`src/rtl/proc_pkg.sv`:
```
// Shared types, widths and the alignment/range check for the load/store stage.
package proc_pkg;

  localparam int DATA_W = 32;
  localparam int REG_W  = 5;
  localparam logic [DATA_W-1:0] END_PC_DEFAULT = 32'd616;

  typedef enum logic [1:0] {
    ST_IDLE,
    ST_ACCESS,
    ST_RESP,
    ST_HALTED
  } state_e;

  // Both strobes at once, a misaligned access, or a word index past the memory all fault.
  function automatic logic access_fault(input logic              rd,
                                        input logic              wr,
                                        input logic [DATA_W-1:0] addr,
                                        input int unsigned       depth);
    logic is_mem;
    is_mem = rd | wr;
    return (rd & wr)
         | (is_mem & (addr[1:0] != 2'b00))
         | (is_mem & ({2'b00, addr[DATA_W-1:2]} >= depth));
  endfunction

endpackage

```
`src/rtl/mem_access_stage_if.sv`:
```
// Request, data-memory and writeback signals of the load/store stage.
interface mem_access_stage_if;
  import proc_pkg::*;

  logic              req_valid;
  logic              req_ready;
  logic              req_read;
  logic              req_write;
  logic [DATA_W-1:0] req_addr;
  logic [DATA_W-1:0] req_wdata;
  logic [REG_W-1:0]  req_rd;
  logic [DATA_W-1:0] req_pc;
  logic              halt_req;

  logic              mem_write;
  logic              mem_read;
  logic [DATA_W-1:0] mem_addr;
  logic [DATA_W-1:0] mem_wdata;
  logic [DATA_W-1:0] mem_rdata;

  logic              resp_valid;
  logic              resp_ready;
  logic [DATA_W-1:0] resp_data;
  logic [REG_W-1:0]  resp_rd;
  logic              resp_reg_write;
  logic              resp_fault;

  logic              halted;
  logic [DATA_W-1:0] halt_pc;

  // Surrounding pipeline: execute stage, data memory and writeback.
  modport master (
    output req_valid, req_read, req_write, req_addr, req_wdata, req_rd, req_pc, halt_req,
    output mem_rdata, resp_ready,
    input  req_ready, mem_write, mem_read, mem_addr, mem_wdata,
    input  resp_valid, resp_data, resp_rd, resp_reg_write, resp_fault, halted, halt_pc
  );

  modport slave (
    input  req_valid, req_read, req_write, req_addr, req_wdata, req_rd, req_pc, halt_req,
    input  mem_rdata, resp_ready,
    output req_ready, mem_write, mem_read, mem_addr, mem_wdata,
    output resp_valid, resp_data, resp_rd, resp_reg_write, resp_fault, halted, halt_pc
  );

endinterface

```
`src/rtl/mem_access_stage_fault_chk.sv`:
```
// Combinational alignment/range check and word-index extraction for a request.
module mem_access_fault_chk
  import proc_pkg::*;
#(
  parameter int unsigned DEPTH = 64,
  localparam int         IDX_W = $clog2(DEPTH)
) (
  input  logic              read,
  input  logic              write,
  input  logic [DATA_W-1:0] addr,
  output logic              fault,
  output logic [IDX_W-1:0]  word_idx
);

  assign fault    = access_fault(read, write, addr, DEPTH);
  assign word_idx = addr[IDX_W+1:2];

endmodule

```
`src/rtl/mem_access_stage.sv`:
```
// Load/store stage: accepts one request, drives the data memory for one cycle,
// returns a writeback bundle, and stops for good on end-of-program or halt.
module mem_access_stage
  import proc_pkg::*;
#(
  parameter int unsigned       DEPTH  = 64,
  parameter logic [DATA_W-1:0] END_PC = END_PC_DEFAULT
) (
  input logic              clk,
  input logic              rst_n,
  mem_access_stage_if.slave bus
);

  localparam int IDX_W = $clog2(DEPTH);

  state_e            state_q, state_d;
  logic [IDX_W-1:0]  idx_q, idx_d;
  logic [DATA_W-1:0] wdata_q, wdata_d;
  logic [DATA_W-1:0] resp_data_q, resp_data_d;
  logic [DATA_W-1:0] halt_pc_q, halt_pc_d;
  logic [REG_W-1:0]  rd_q, rd_d;
  logic              is_write_q, is_write_d;
  logic              reg_write_q, reg_write_d;
  logic              fault_q, fault_d;

  logic              chk_fault;
  logic [IDX_W-1:0]  chk_idx;

  mem_access_fault_chk #(.DEPTH(DEPTH)) u_fault_chk (
    .read     (bus.req_read),
    .write    (bus.req_write),
    .addr     (bus.req_addr),
    .fault    (chk_fault),
    .word_idx (chk_idx)
  );

  always_comb begin
    // NOTE: every variable gets a default up front so no path can infer a latch.
    state_d     = state_q;
    idx_d       = idx_q;
    wdata_d     = wdata_q;
    resp_data_d = resp_data_q;
    halt_pc_d   = halt_pc_q;
    rd_d        = rd_q;
    is_write_d  = is_write_q;
    reg_write_d = reg_write_q;
    fault_d     = fault_q;

    unique case (state_q)
      ST_IDLE: begin
        // Halt outranks everything; the halting request itself is never executed.
        if (bus.halt_req || (bus.req_valid && (bus.req_pc > END_PC))) begin
          state_d   = ST_HALTED;
          halt_pc_d = bus.req_valid ? bus.req_pc : '0;
        end else if (bus.req_valid) begin
          rd_d = bus.req_rd;
          if (chk_fault) begin
            state_d     = ST_RESP;
            fault_d     = 1'b1;
            reg_write_d = 1'b0;
            resp_data_d = '0;
          end else if (!(bus.req_read || bus.req_write)) begin
            state_d     = ST_RESP;
            fault_d     = 1'b0;
            reg_write_d = (bus.req_rd != '0);
            resp_data_d = bus.req_wdata;
          end else begin
            state_d     = ST_ACCESS;
            idx_d       = chk_idx;
            wdata_d     = bus.req_wdata;
            is_write_d  = bus.req_write;
            fault_d     = 1'b0;
            reg_write_d = 1'b0;
            resp_data_d = '0;
          end
        end
      end
      ST_ACCESS: begin
        state_d = ST_RESP;
        if (!is_write_q) begin
          resp_data_d = bus.mem_rdata;
          reg_write_d = (rd_q != '0);
        end
      end
      ST_RESP: begin
        if (bus.resp_ready) state_d = ST_IDLE;
      end
      ST_HALTED: ;
      default: state_d = ST_IDLE;
    endcase
  end

  // NOTE: state registers use non-blocking assignments so all flops update together.
  always_ff @(posedge clk or negedge rst_n) begin
    if (!rst_n) begin
      state_q     <= ST_IDLE;
      idx_q       <= '0;
      wdata_q     <= '0;
      resp_data_q <= '0;
      halt_pc_q   <= '0;
      rd_q        <= '0;
      is_write_q  <= 1'b0;
      reg_write_q <= 1'b0;
      fault_q     <= 1'b0;
    end else begin
      state_q     <= state_d;
      idx_q       <= idx_d;
      wdata_q     <= wdata_d;
      resp_data_q <= resp_data_d;
      halt_pc_q   <= halt_pc_d;
      rd_q        <= rd_d;
      is_write_q  <= is_write_d;
      reg_write_q <= reg_write_d;
      fault_q     <= fault_d;
    end
  end

  // Gating with rst_n keeps req_ready low while reset is held.
  assign bus.req_ready      = rst_n & (state_q == ST_IDLE);
  assign bus.mem_write      = (state_q == ST_ACCESS) &  is_write_q;
  assign bus.mem_read       = (state_q == ST_ACCESS) & ~is_write_q;
  assign bus.mem_addr       = {{(DATA_W-IDX_W){1'b0}}, idx_q};
  assign bus.mem_wdata      = wdata_q;
  assign bus.resp_valid     = (state_q == ST_RESP);
  assign bus.resp_data      = resp_data_q;
  assign bus.resp_rd        = rd_q;
  assign bus.resp_reg_write = reg_write_q;
  assign bus.resp_fault     = fault_q;
  assign bus.halted         = (state_q == ST_HALTED);
  assign bus.halt_pc        = halt_pc_q;

endmodule

```
`src/flat_wrapper.sv`:
```
// flat-port wrapper written by rule: the top's interface ports become plain ports
module mem_access_stage_flat import proc_pkg::*;
#(
  parameter int unsigned       DEPTH  = 64,
  parameter logic [DATA_W-1:0] END_PC = END_PC_DEFAULT
)
  (clk, rst_n, bus_req_valid, bus_req_read, bus_req_write, bus_req_addr, bus_req_wdata, bus_req_rd, bus_req_pc, bus_halt_req, bus_mem_rdata, bus_resp_ready, bus_req_ready, bus_mem_write, bus_mem_read, bus_mem_addr, bus_mem_wdata, bus_resp_valid, bus_resp_data, bus_resp_rd, bus_resp_reg_write, bus_resp_fault, bus_halted, bus_halt_pc);
  mem_access_stage_if bus_i ();
  input logic clk;
  input logic rst_n;
  input wire logic [$bits(bus_i.req_valid)-1:0] bus_req_valid;
  input wire logic [$bits(bus_i.req_read)-1:0] bus_req_read;
  input wire logic [$bits(bus_i.req_write)-1:0] bus_req_write;
  input wire logic [$bits(bus_i.req_addr)-1:0] bus_req_addr;
  input wire logic [$bits(bus_i.req_wdata)-1:0] bus_req_wdata;
  input wire logic [$bits(bus_i.req_rd)-1:0] bus_req_rd;
  input wire logic [$bits(bus_i.req_pc)-1:0] bus_req_pc;
  input wire logic [$bits(bus_i.halt_req)-1:0] bus_halt_req;
  input wire logic [$bits(bus_i.mem_rdata)-1:0] bus_mem_rdata;
  input wire logic [$bits(bus_i.resp_ready)-1:0] bus_resp_ready;
  output wire logic [$bits(bus_i.req_ready)-1:0] bus_req_ready;
  output wire logic [$bits(bus_i.mem_write)-1:0] bus_mem_write;
  output wire logic [$bits(bus_i.mem_read)-1:0] bus_mem_read;
  output wire logic [$bits(bus_i.mem_addr)-1:0] bus_mem_addr;
  output wire logic [$bits(bus_i.mem_wdata)-1:0] bus_mem_wdata;
  output wire logic [$bits(bus_i.resp_valid)-1:0] bus_resp_valid;
  output wire logic [$bits(bus_i.resp_data)-1:0] bus_resp_data;
  output wire logic [$bits(bus_i.resp_rd)-1:0] bus_resp_rd;
  output wire logic [$bits(bus_i.resp_reg_write)-1:0] bus_resp_reg_write;
  output wire logic [$bits(bus_i.resp_fault)-1:0] bus_resp_fault;
  output wire logic [$bits(bus_i.halted)-1:0] bus_halted;
  output wire logic [$bits(bus_i.halt_pc)-1:0] bus_halt_pc;
  assign bus_i.req_valid = bus_req_valid;
  assign bus_i.req_read = bus_req_read;
  assign bus_i.req_write = bus_req_write;
  assign bus_i.req_addr = bus_req_addr;
  assign bus_i.req_wdata = bus_req_wdata;
  assign bus_i.req_rd = bus_req_rd;
  assign bus_i.req_pc = bus_req_pc;
  assign bus_i.halt_req = bus_halt_req;
  assign bus_i.mem_rdata = bus_mem_rdata;
  assign bus_i.resp_ready = bus_resp_ready;
  assign bus_req_ready = bus_i.req_ready;
  assign bus_mem_write = bus_i.mem_write;
  assign bus_mem_read = bus_i.mem_read;
  assign bus_mem_addr = bus_i.mem_addr;
  assign bus_mem_wdata = bus_i.mem_wdata;
  assign bus_resp_valid = bus_i.resp_valid;
  assign bus_resp_data = bus_i.resp_data;
  assign bus_resp_rd = bus_i.resp_rd;
  assign bus_resp_reg_write = bus_i.resp_reg_write;
  assign bus_resp_fault = bus_i.resp_fault;
  assign bus_halted = bus_i.halted;
  assign bus_halt_pc = bus_i.halt_pc;
  mem_access_stage #(.DEPTH(DEPTH), .END_PC(END_PC)) u_core (.clk(clk), .rst_n(rst_n), .bus(bus_i));
endmodule
```
`config.mk`:
```
export PLATFORM = sky130hd
export DESIGN_NAME = mem_access_stage_flat
export DESIGN_NICKNAME = d
export VERILOG_FILES = /design/src/rtl/proc_pkg.sv /design/src/rtl/mem_access_stage_if.sv /design/src/rtl/mem_access_stage_fault_chk.sv /design/src/rtl/mem_access_stage.sv /design/src/flat_wrapper.sv
export SDC_FILE = /design/constraint.sdc
export NUM_CORES = 1
export LEC_CHECK = 0
export CAP_MARGIN = 25
export CORE_ASPECT_RATIO = 0.5
export CORE_UTILIZATION = 35
export DETAILED_ROUTE_END_ITERATION = 7
export GPL_ROUTABILITY_DRIVEN = 0
export PLACE_DENSITY = 0.77
export SYNTH_ARGS = -nofsm -noshare
export SYNTH_HDL_FRONTEND = slang
export SYNTH_SLANG_ARGS = --single-unit
```
`constraint.sdc`:
```
create_clock -name clk -period 1.8 [get_ports clk]
set_input_delay 0.45 -clock clk [delete_from_list [all_inputs] [get_ports clk]]
set_output_delay 0.45 -clock clk [all_outputs]
set_load 0.01 [all_outputs]
```
==> results.json, run 1 <==
{
  "outcome": "finished, violations left",
  "violations": "negative setup slack",
  "cap_violations": 0,
  "pwr-share-clk": 0.197,
  "port-buffer-count": 253,
  "internal_power_mw": 6.65,
  "crit_chain": "clkdlybuf4s15_2, nor4_4, nand4_1, or3_4, or3_4, buf_6, buf_16, mux2_4",
  "max_freq_mhz": 447,
  "synth-edff-count": 0,
  "crit_fanout": 6,
  "die_area_sq_um": 14700,
  "avgSynthCellArea_sq_um": 13.7,
  "cts_hold_buf": 0,
  "ios": 280,
  "stdcell_count": 866,
  "fillCellCount": 1035,
  "reg2reg_to": "u_core.bus.mem_wdata[5]$_DFFE_PN0P_",
  "relSlewSlack": 0.588,
  "crit_top_cell": "or3_4",
  "cp-end-kind": "flip-flop",
  "critical_path_class": "input pin to flip-flop",
  "dpl.hpwl_mm": 11.1,
  "syn_to_final_growth_pct": 75.6,
  "power_density_nw_per_um2": 1110,
  "wl_per_cell_microns": 18.8,
  "placedCellCount": 834,
  "utilization": 0.638,
  "switching_share": 0.313,
  "first_pass_iters": 4,
  "detail-route-antenna-nets": 0,
  "grt_pass1_wl_mm": 24.8,
  "yosysWarnings": 0,
  "hold_violations": 0,
  "async_flop_share": 1.00,
  "power.switching_mw": 3.04,
  "rr_worst_depth": 7,
  "post-place-ws_ps": -1150,
  "fin_tns_setup_ps": -26020,
  "comb_power_share": 0.457,
  "ys_ff_latch": 112,
  "grtUsageTotal": 0.221,
  "ys_seq_area_frac": 0.563,
  "numCtsBuffers": 9,
  "final_area_sq_um": 8750,
  "power_frac_seq": 0.346,
  "drt-vias-per-instance": 4.89,
  "drive_gt1_frac": 0.342,
  "coreArea_sq_um": 13700,
  "synth_cell_types": 37,
  "ff_latch_area_sq_um": 2800,
  "vdd_drop_max_uv": 623,
  "power_leakage_nw": 4.04,
  "crit_required_ps": 2030,
  "holdCritPathClass": "input pin to asynchronous set/reset pin",
  "placed_area_sq_um": 8090,
  "clkLatencyLatePin_ps": 340,
  "die_h_microns": 86.4,
  "die_w_microns": 171,
  "cts_tree": "yes",
  "cts.clk_slew.worst_paths_ps": 70,
  "slowest_delay_ps": 440,
  "multiInputGateArea_sq_um": 2270,
  "root_buffer": "clkbuf_16",
  "drc": 0,
  "slowest_stage": "or3_4",
  "htree_levels": 3,
  "vias": 4232,
  "worstMarginPinSlew_ps": 619,
  "r2r-start": "u_core.state_q[0]$_DFFE_PN0P_",
  "rsz0062_at_grt": "true",
  "layout_setup_ws_ps": -438,
  "num_rows": 30,
  "grt_overflow": 0,
  "rrSetupSlack_ps": -130,
  "design_power_total_mw": 9.69,
  "setup_viol": 78,
  "start_util": 0.364,
  "netlist_instances": 364,
  "drtIter0Drc": 120,
  "slew_violations": 0,
  "grt_max_degree": 113,
  "fin_worst_skew_ps": 8.74,
  "crit_arrival_ps": 2470,
  "antenna_found_initial": 1,
  "synth-main-ff-cell": "dfrtp_1",
  "holdWs_ps": 193,
  "fin_nets": 812,
  "clock-sinks": 112,
  "grt_pass1_vias": 4541,
  "clock_path_buffers": 2,
  "syn-cell-area_sq_um": 4980,
  "period_needed_ps": 2240,
  "routed_wl_mm": 16.3,
  "start_kind": "input pin",
  "fin_crit_sh": 1.24
}
how the worst max path moves through the flow:
| stage | startpoint | end | slack [ps] | cells after the start |
|---|---|---|---|---|
| 2_1_floorplan | bus_req_addr[8] | u_core.bus.mem_wdata[21]$_DFFE_PN0P_ | -430 | 7 |
| 3_3_place_gp | bus_req_pc[22] | u_core.bus.mem_wdata[28]$_DFFE_PN0P_ | -1120 | 8 |
| 3_5_place_dp | bus_req_pc[22] | u_core.bus.mem_wdata[30]$_DFFE_PN0P_ | -1150 | 8 |
| 4_1_cts | bus_req_pc[21] | u_core.bus.mem_wdata[29]$_DFFE_PN0P_ | -410 | 9 |
| 5_1_grt | bus_req_pc[21] | u_core.is_write_q$_DFFE_PN0P_ | -480 | 9 |
| 6_report | bus_req_addr[14] | u_core.bus.mem_wdata[5]$_DFFE_PN0P_ | -440 | 8 |
power by group through the flow:
stage               clock (mW)  combinational [mW]  sequential (mW)
finish                    1.90                4.43             3.36
global route              2.08                4.68             3.42
CTS                       1.96                4.11             3.35
detailed placement           0                3.91             3.39
global placement             0                3.84             3.37
floorplan                    0                1.61             3.62
Yosys cell counts, types with 3 or more instances:
| library cell | n | area share |
|---|---|---|
| dfrtp_1 | 112 | 0.56 |
| mux2_2 | 68 | 0.15 |
| a22o_1 | 63 | 0.11 |
| buf_4 | 26 | 0.039 |
| clkbuf_1 | 11 | 0.0083 |
| nor4_1 | 11 | 0.014 |
| mux2_4 | 10 | 0.030 |
| buf_2 | 5 | 0.0050 |
| nor2_1 | 5 | 0.0038 |
| ha_1 | 4 | 0.010 |
| nand2_1 | 4 | 0.0030 |
| nand3_1 | 4 | 0.0040 |
| o21ai_0 | 4 | 0.0040 |
| buf_1 | 3 | 0.0023 |
| inv_1 | 3 | 0.0023 |
| nor3_1 | 3 | 0.0030 |
layer usage:
| metal | up-vias | track usage | wire, microns |
|---|---|---|---|
| li1 | 1925 | - | - |
| met1 | 2113 | 0.264 | 6640 |
| met2 | 152 | 0.385 | 8410 |
| met3 | 42 | 0.0479 | 708 |
| met4 | 0 | 0.103 | 551 |
| met5 | - | 0 | 0 |
kinds of logic after synthesis:
kind of cell	count (synthesis)	share of synthesized area
AO/OA/AOI/OAI	76	0.129
other	1	0.000753
flip-flops	112	0.563
adder cells (fa/ha/maj)	5	0.0121
multiplexers	79	0.186
buffers and inverters	50	0.0615
XOR/XNOR	1	0.00176
AND/OR/NAND/NOR	40	0.0462
cell usage in the layout (no fill, tap or decap), types with 2 or more instances in the layout:
| cell type | n |
|---|---|
| buf_6 | 13 |
| buf_8 | 2 |
| conb_1 | 26 |
| clkdlybuf4s50_1 | 188 |
| nor3_2 | 2 |
| mux2_4 | 13 |
| inv_2 | 2 |
| nand3_1 | 2 |
| nand2_1 | 4 |
| ha_4 | 2 |
| clkinv_4 | 4 |
| mux2_2 | 65 |
| nor4_2 | 2 |
| nand4_1 | 2 |
| clkdlybuf4s15_2 | 5 |
| nor4_4 | 9 |
| or3_4 | 2 |
| buf_16 | 5 |
| clkdlybuf4s15_1 | 9 |
| nor2_1 | 4 |
| o21ai_2 | 2 |
| buf_2 | 20 |
| dfrtp_1 | 112 |
| a22o_1 | 63 |
| buf_12 | 4 |
| a221oi_2 | 2 |
| nand3_2 | 2 |
| clkinv_2 | 2 |
| o21ai_0 | 2 |
| nor2b_1 | 2 |
| clkbuf_2 | 3 |
| clkbuf_16 | 12 |
| dlygate4sd2_1 | 18 |
| buf_4 | 44 |
| or4_1 | 2 |
sequential cells by signal (all words and copies together) (netlist names):
name / count
u_core.bus.halt_pc: 32
u_core.bus.mem_wdata: 32
u_core.bus.resp_data: 32
u_core.idx_q: 6
u_core.bus.resp_rd: 5
u_core.state_q: 2
u_core.bus.resp_fault: 1
u_core.bus.resp_reg_write: 1
u_core.is_write_q: 1
worst max-delay path, delay by kind of cell:
kind,cells,cell delay (ps)
AND/OR/NAND/NOR,4,1240
buffers and inverters,3,490
multiplexers,1,280
cell type report:
class	count	area share
Tap cell	192	0.0275
Inverter	3	0.00129
Timing Repair Buffer	315	0.358
Clock buffer	10	0.0273
Multi-Input combinational cell	227	0.260
Sequential cell	112	0.320
Clock inverter	6	0.00515
Antenna cell	1	0.000286
repair_timing:
item | CTS | global route
endpoints found under the setup margin | 117 | 116
gates resized for setup | 204 | 41
gates cloned | 7 | 3
setup buffers | 36 | 1
pin swaps | 28 | 7
Note: power is estimated with default switching activity, not from simulation.
==> inputs of run 2 (changes only) <==
- CORE_UTILIZATION: 35 -> 39
- PLACE_DENSITY: 0.77 -> 0.81
- clock period: 1.8 -> 2.45 ns (I/O delays scaled with it)
==> run 2 against run 1 <==
  * Clock skew rose by 2.2 ps
  * The flow still finishes with violations (negative setup slack)
  * Core utilization rose by 6.4 points
  * Clock-buffer cell count rose by 2
  * Clock power fell by 19%
  * Critical path type unchanged
  * First-iteration DRC count rose by 52%
==> results.json, run 2 (synthesis results as in run 1) <==
{
  "outcome": "finished, violations left",
  "violations": "negative setup slack",
  "pwr-share-clk": 0.217,
  "rrSetupSlack_ps": 270,
  "dpl.hpwl_mm": 11.0,
  "drc": 0,
  "placed_area_sq_um": 7890,
  "internal_power_mw": 4.90,
  "final_area_sq_um": 8510,
  "power_density_nw_per_um2": 833,
  "hold_violations": 0,
  "first_pass_iters": 4,
  "crit_required_ps": 2680,
  "holdWs_ps": 436,
  "power_leakage_nw": 3.99,
  "detail-route-antenna-nets": 0,
  "period_needed_ps": 2460,
  "critical_path_class": "input pin to flip-flop",
  "start_kind": "input pin",
  "vias": 4305,
  "slew_violations": 0,
  "power_frac_seq": 0.351,
  "crit_start": "bus_req_addr[0]",
  "clkLatencyLatePin_ps": 350,
  "cts_tree": "yes",
  "htree_levels": 3,
  "clock-sinks": 112,
  "holdCritPathClass": "input pin to asynchronous set/reset pin",
  "num_rows": 28,
  "cp-endpoint": "u_core.bus.mem_wdata[22]$_DFFE_PN0P_",
  "worstMarginPinSlew_ps": 746,
  "power.switching_mw": 2.19,
  "start_util": 0.411,
  "grt_max_degree": 58,
  "grt_pass1_wl_mm": 24.5,
  "switching_share": 0.309,
  "die_h_microns": 81.9,
  "cap_violations": 0,
  "antenna_found_initial": 1,
  "reg2reg_to": "u_core.bus.resp_data[12]$_DFFE_PN0P_",
  "r2r-start": "u_core.state_q[1]$_DFFE_PN0P_",
  "layout_commonest_cell": "clkdlybuf4s50_1",
  "rr_worst_depth": 7,
  "wl_per_cell_microns": 20.1,
  "layout_setup_ws_ps": -10.2,
  "syn_to_final_growth_pct": 70.9,
  "grtUsageTotal": 0.247,
  "fin_worst_skew_ps": 11.0,
  "ios": 280,
  "cts.clk_slew.worst_paths_ps": 70,
  "routed_wl_mm": 16.7,
  "coreArea_sq_um": 12100,
  "die_w_microns": 162,
  "setup_viol": 6,
  "numCtsBuffers": 9,
  "port-buffer-count": 253,
  "drtIter0Drc": 182,
  "vdd_drop_max_uv": 489,
  "crit_arrival_ps": 2690,
  "fin_crit_sh": 1.00,
  "clock_path_buffers": 2,
  "root_buffer": "clkbuf_16",
  "fin_nets": 802,
  "grt_pass1_vias": 4470,
  "drt-vias-per-instance": 5.19,
  "max_freq_mhz": 406,
  "cp-end-kind": "flip-flop",
  "comb_power_share": 0.433,
  "crit_fanout": 8,
  "die_area_sq_um": 13300,
  "most-common-layout-cells": "194 x clkdlybuf4s50_1, 112 x dfrtp_1, 68 x mux2_2",
  "grt_overflow": 0,
  "relSlewSlack": 0.502,
  "drive_gt1_frac": 0.279
}
-- run 2: cell count changes in the layout (fill, tap and decap cells not counted), sizes merged, moves of 4 or more --
cell,delta
clkdlybuf4s50,+6
clkbuf,+5
dlygate4sd2,+4
buf,-32
dlymetal6s2s,+9
clkinv,-5
-- run 2: worst min-delay path by stage --
| stage | start | end | slack, ps | cells after the start |
|---|---|---|---|---|
| 2_1_floorplan | rst_n | u_core.bus.halt_pc[0]$_DFFE_PN0P_ | 320 | 0 |
| 3_3_place_gp | u_core.bus.halt_pc[30]$_DFFE_PN0P_ | u_core.bus.halt_pc[30]$_DFFE_PN0P_ | 480 | 1 |
| 3_5_place_dp | u_core.bus.halt_pc[15]$_DFFE_PN0P_ | u_core.bus.halt_pc[15]$_DFFE_PN0P_ | 490 | 1 |
| 4_1_cts | rst_n | u_core.bus.halt_pc[26]$_DFFE_PN0P_ | 450 | 2 |
| 5_1_grt | rst_n | u_core.bus.halt_pc[16]$_DFFE_PN0P_ | 480 | 2 |
| 6_report | rst_n | u_core.bus.halt_pc[13]$_DFFE_PN0P_ | 440 | 2 |
-- run 2: cell type report --
cell class	count	area, sq um
Fill cell	835	3610
Timing Repair Buffer	305	3020
Sequential cell	112	2800
Multi-Input combinational cell	227	2160
Clock buffer	12	256
Tap cell	165	206
Clock inverter	4	51.3
Inverter	3	11.3
Antenna cell	1	2.50
-- run 2: critical path, cell delays in order --
cell,delay [ps]
clkdlybuf4s15_1,200
nor4_2,290
nand4_1,180
or3_4,430
or3_4,480
buf_12,190
mux2_4,300
-- run 2: power by group through the flow --
| stage | Clock, mW | Sequential [mW] | Combinational, mW |
|---|---|---|---|
| 2_1_floorplan | 0 | 2.66 | 1.12 |
| 3_3_place_gp | 0 | 2.48 | 2.73 |
| 3_5_place_dp | 0 | 2.50 | 2.79 |
| 4_1_cts | 1.55 | 2.48 | 3.03 |
| 5_1_grt | 1.65 | 2.53 | 3.24 |
| 6_report | 1.54 | 2.49 | 3.07 |
-- run 2: layer usage --
metal / vias to the layer above / GRT usage / part of all wire
li1: 1912 / - / -
met1: 2174 / 0.290 / 0.39
met2: 178 / 0.442 / 0.53
met3: 41 / 0.0561 / 0.048
met4: 0 / 0.111 / 0.032
met5: - / 0 / 0
-- run 2: stage by stage --
stage | cells | utilization | TNS [ps] | setup WS, ps | total power, mW
floorplan | 389 | - | 0 | 22.1 | 3.78
global placement | 800 | 0.651 | -52070 | -606 | 5.22
detailed placement | 800 | 0.651 | -55070 | -633 | 5.29
CTS | 828 | 0.694 | -7.75 | -7.75 | 7.06
global route | 829 | 0.702 | -925 | -41.0 | 7.42
finish | 829 | 0.702 | -32.9 | -10.2 | 7.09
-- run 2: repair_timing --
item / in CTS / in global routing
hold buffers: 0 / 0
cloned: 5 / 0
setup buffers: 8 / 0
pin swaps: 23 / 19
resized for setup: 84 / 54
setup endpoints to repair: 77 / 111
==> inputs of run 3 (changes only) <==
- CORE_AREA: not set -> 2 2 110 112
- CORE_ASPECT_RATIO: 0.5 -> not set
- CORE_UTILIZATION: 39 -> not set
- DIE_AREA: not set -> 0 0 112 114
- DONT_BUFFER_PORTS: not set -> 1
- PLACE_DENSITY: 0.81 -> not set
==> run 3 against run 2 <==
  * The run ends with negative hold slack left
  * Sequential power grew 9.6%
  * Worst setup slack better by 230 ps
  * Hold slack worse by 480 ps
  * First-iteration DRC count shrank 12%
  * Die area decreased by 3.7%
  * Critical path type unchanged
==> results.json, run 3 (synthesis results as in run 1) <==
{
  "clock_path_buffers": 2,
  "vias": 3011,
  "crit_required_ps": 2680,
  "holdWs_ps": -42.8,
  "drtIter0Drc": 161,
  "num_rows": 40,
  "fillCellCount": 1082,
  "slew_violations": 0,
  "cap_violations": 0,
  "vdd_drop_max_uv": 747,
  "routed_wl_mm": 11.4,
  "cp-end-kind": "flip-flop",
  "antenna-diode-count": 0,
  "rrSetupSlack_ps": 500,
  "worst-path-buf-inv": 1,
  "wl_per_cell_microns": 22.0,
  "crit_chain": "nor4_1, nand3_1, a211o_1, or3_4, buf_4, mux2_4",
  "dr_wl_met3_mm": 1.24,
  "post_cts.repair.setup_buffers": 0,
  "numCtsBuffers": 9,
  "wl_met2_mm": 5.66,
  "grt_max_degree": 114,
  "grt_pass1_vias": 3182,
  "fin_worst_skew_ps": 9.22,
  "start_util": 0.425,
  "crit_arrival_ps": 2470,
  "outcome": "finished, violations left",
  "r2r-start": "u_core.state_q[0]$_DFFE_PN0P_",
  "antenna_found_initial": 0,
  "die_w_microns": 112,
  "post-place-ws_ps": -209,
  "crit_start": "bus_req_pc[13]",
  "die_h_microns": 114,
  "most-common-layout-cells": "112 x dfrtp_1, 68 x mux2_2, 63 x a22o_1",
  "final_area_sq_um": 5430,
  "fin_nets": 509,
  "htree_levels": 3,
  "drive_gt1_frac": 0.303,
  "clock-sinks": 112,
  "coreArea_sq_um": 11700,
  "max_freq_mhz": 447,
  "drt-vias-per-instance": 5.82,
  "first_pass_iters": 4,
  "root_buffer": "clkbuf_16",
  "grtUsageTotal": 0.174,
  "port-buffer-count": 0,
  "rr_worst_depth": 6,
  "crit_fanout": 10,
  "setup_viol": 0,
  "violations": "negative hold slack",
  "fin_tns_setup_ps": 0,
  "layout_commonest_cell": "dfrtp_1",
  "cts.clk_slew.worst_paths_ps": 70,
  "ios": 280,
  "hold_violations": 112,
  "cts_tree": "yes",
  "fin_crit_sh": 0.912,
  "critical_path_class": "input pin to flip-flop",
  "relSlewSlack": 0.593,
  "worstMarginPinSlew_ps": 602,
  "cp_top_family": "simple AND/OR/NAND/NOR gates",
  "period_needed_ps": 2240,
  "layout_setup_ws_ps": 215,
  "start_kind": "input pin",
  "slowest_stage": "nor4_1",
  "met1Wirelength_mm": 4.29,
  "slowest_delay_ps": 400,
  "power_leakage_nw": 2.65,
  "top_layer": "met4",
  "drc": 0,
  "reg2reg_to": "u_core.bus.mem_wdata[23]$_DFFE_PN0P_",
  "utilization": 0.463,
  "grt_overflow": 0,
  "die_area_sq_um": 12800,
  "syn_to_final_growth_pct": 8.92,
  "grt_pass1_wl_mm": 17.2,
  "holdCritPathClass": "input pin to asynchronous set/reset pin",
  "detail-route-antenna-nets": 0,
  "dpl.hpwl_mm": 8.31,
  "rsz0062_at_grt": "false",
  "placed_area_sq_um": 5110,
  "clkLatencyLatePin_ps": 350,
  "power_density_nw_per_um2": 1030
}
[run 3: changes by cell type in the layout (fill, tap and decap cells not counted), sizes merged]
| cell | change |
|---|---|
| buf | -44 |
| inv | -1 |
| dlymetal6s2s | -9 |
| dlygate4sd2 | -22 |
| clkdlybuf4s15 | -15 |
| clkbuf | -11 |
| diode | -1 |
| clkinv | +3 |
| clkdlybuf4s50 | -194 |
[run 3: worst register-to-register path, cell delays in order (launching register included)]
cell	delay, ps
dfrtp_1	410
inv_1	90
ha_1	280
nand2_1	120
or3_4	420
buf_4	200
mux2_4	310
[run 3: worst max-delay path by stage]
stage	endpoint	depth (start not counted)
4_1_cts	u_core.bus.mem_wdata[23]$_DFFE_PN0P_	6
5_1_grt	u_core.bus.mem_wdata[23]$_DFFE_PN0P_	6
3_5_place_dp	u_core.bus.mem_wdata[26]$_DFFE_PN0P_	6
2_1_floorplan	u_core.bus.mem_wdata[21]$_DFFE_PN0P_	7
3_3_place_gp	u_core.bus.mem_wdata[26]$_DFFE_PN0P_	6
6_report	u_core.bus.mem_wdata[23]$_DFFE_PN0P_	6
[run 3: repair_timing]
action / CTS / global route
hold endpoints to repair: 112 / 112
endpoints found under the setup margin: 0 / 6
gates resized for setup: 0 / 2
[run 3: per-layer routing]
metal / track usage / vias up
li1: - / 1306
met5: 0 / -
met2: 0.276 / 171
met4: 0.0821 / 0
met3: 0.0749 / 15
met1: 0.205 / 1519
[run 3: through the flow]
| step | cells | power, mW | hold slack, ps |
|---|---|---|---|
| 6_report | 517 | 5.58 | -42.8 |
| 5_1_grt | 517 | 5.88 | -67.4 |
| 4_1_cts | 517 | 5.66 | -63.1 |
| 3_5_place_dp | 501 | 4.15 | 319 |
| 3_3_place_gp | 500 | 4.08 | 319 |
| 2_1_floorplan | 389 | 3.78 | 317 |
[run 3: layout make-up]
type                       instances  area (sq um)  share of cell area
inverter                           3          11.3             0.00208
tap                              147           184              0.0339
sequential                       112          2800               0.517
clock inverter                     6          68.8              0.0127
clock buffer                      10           239              0.0440
timing repair buffer              12           135              0.0249
multi-input combinational        227          1980               0.366
[run 3: power breakdown]
group | total (mW) | internal, mW | switching (mW)
sequential | 2.73 | 2.25 | 0.479
clock | 1.49 | 0.824 | 0.663
combinational | 1.36 | 0.737 | 0.622
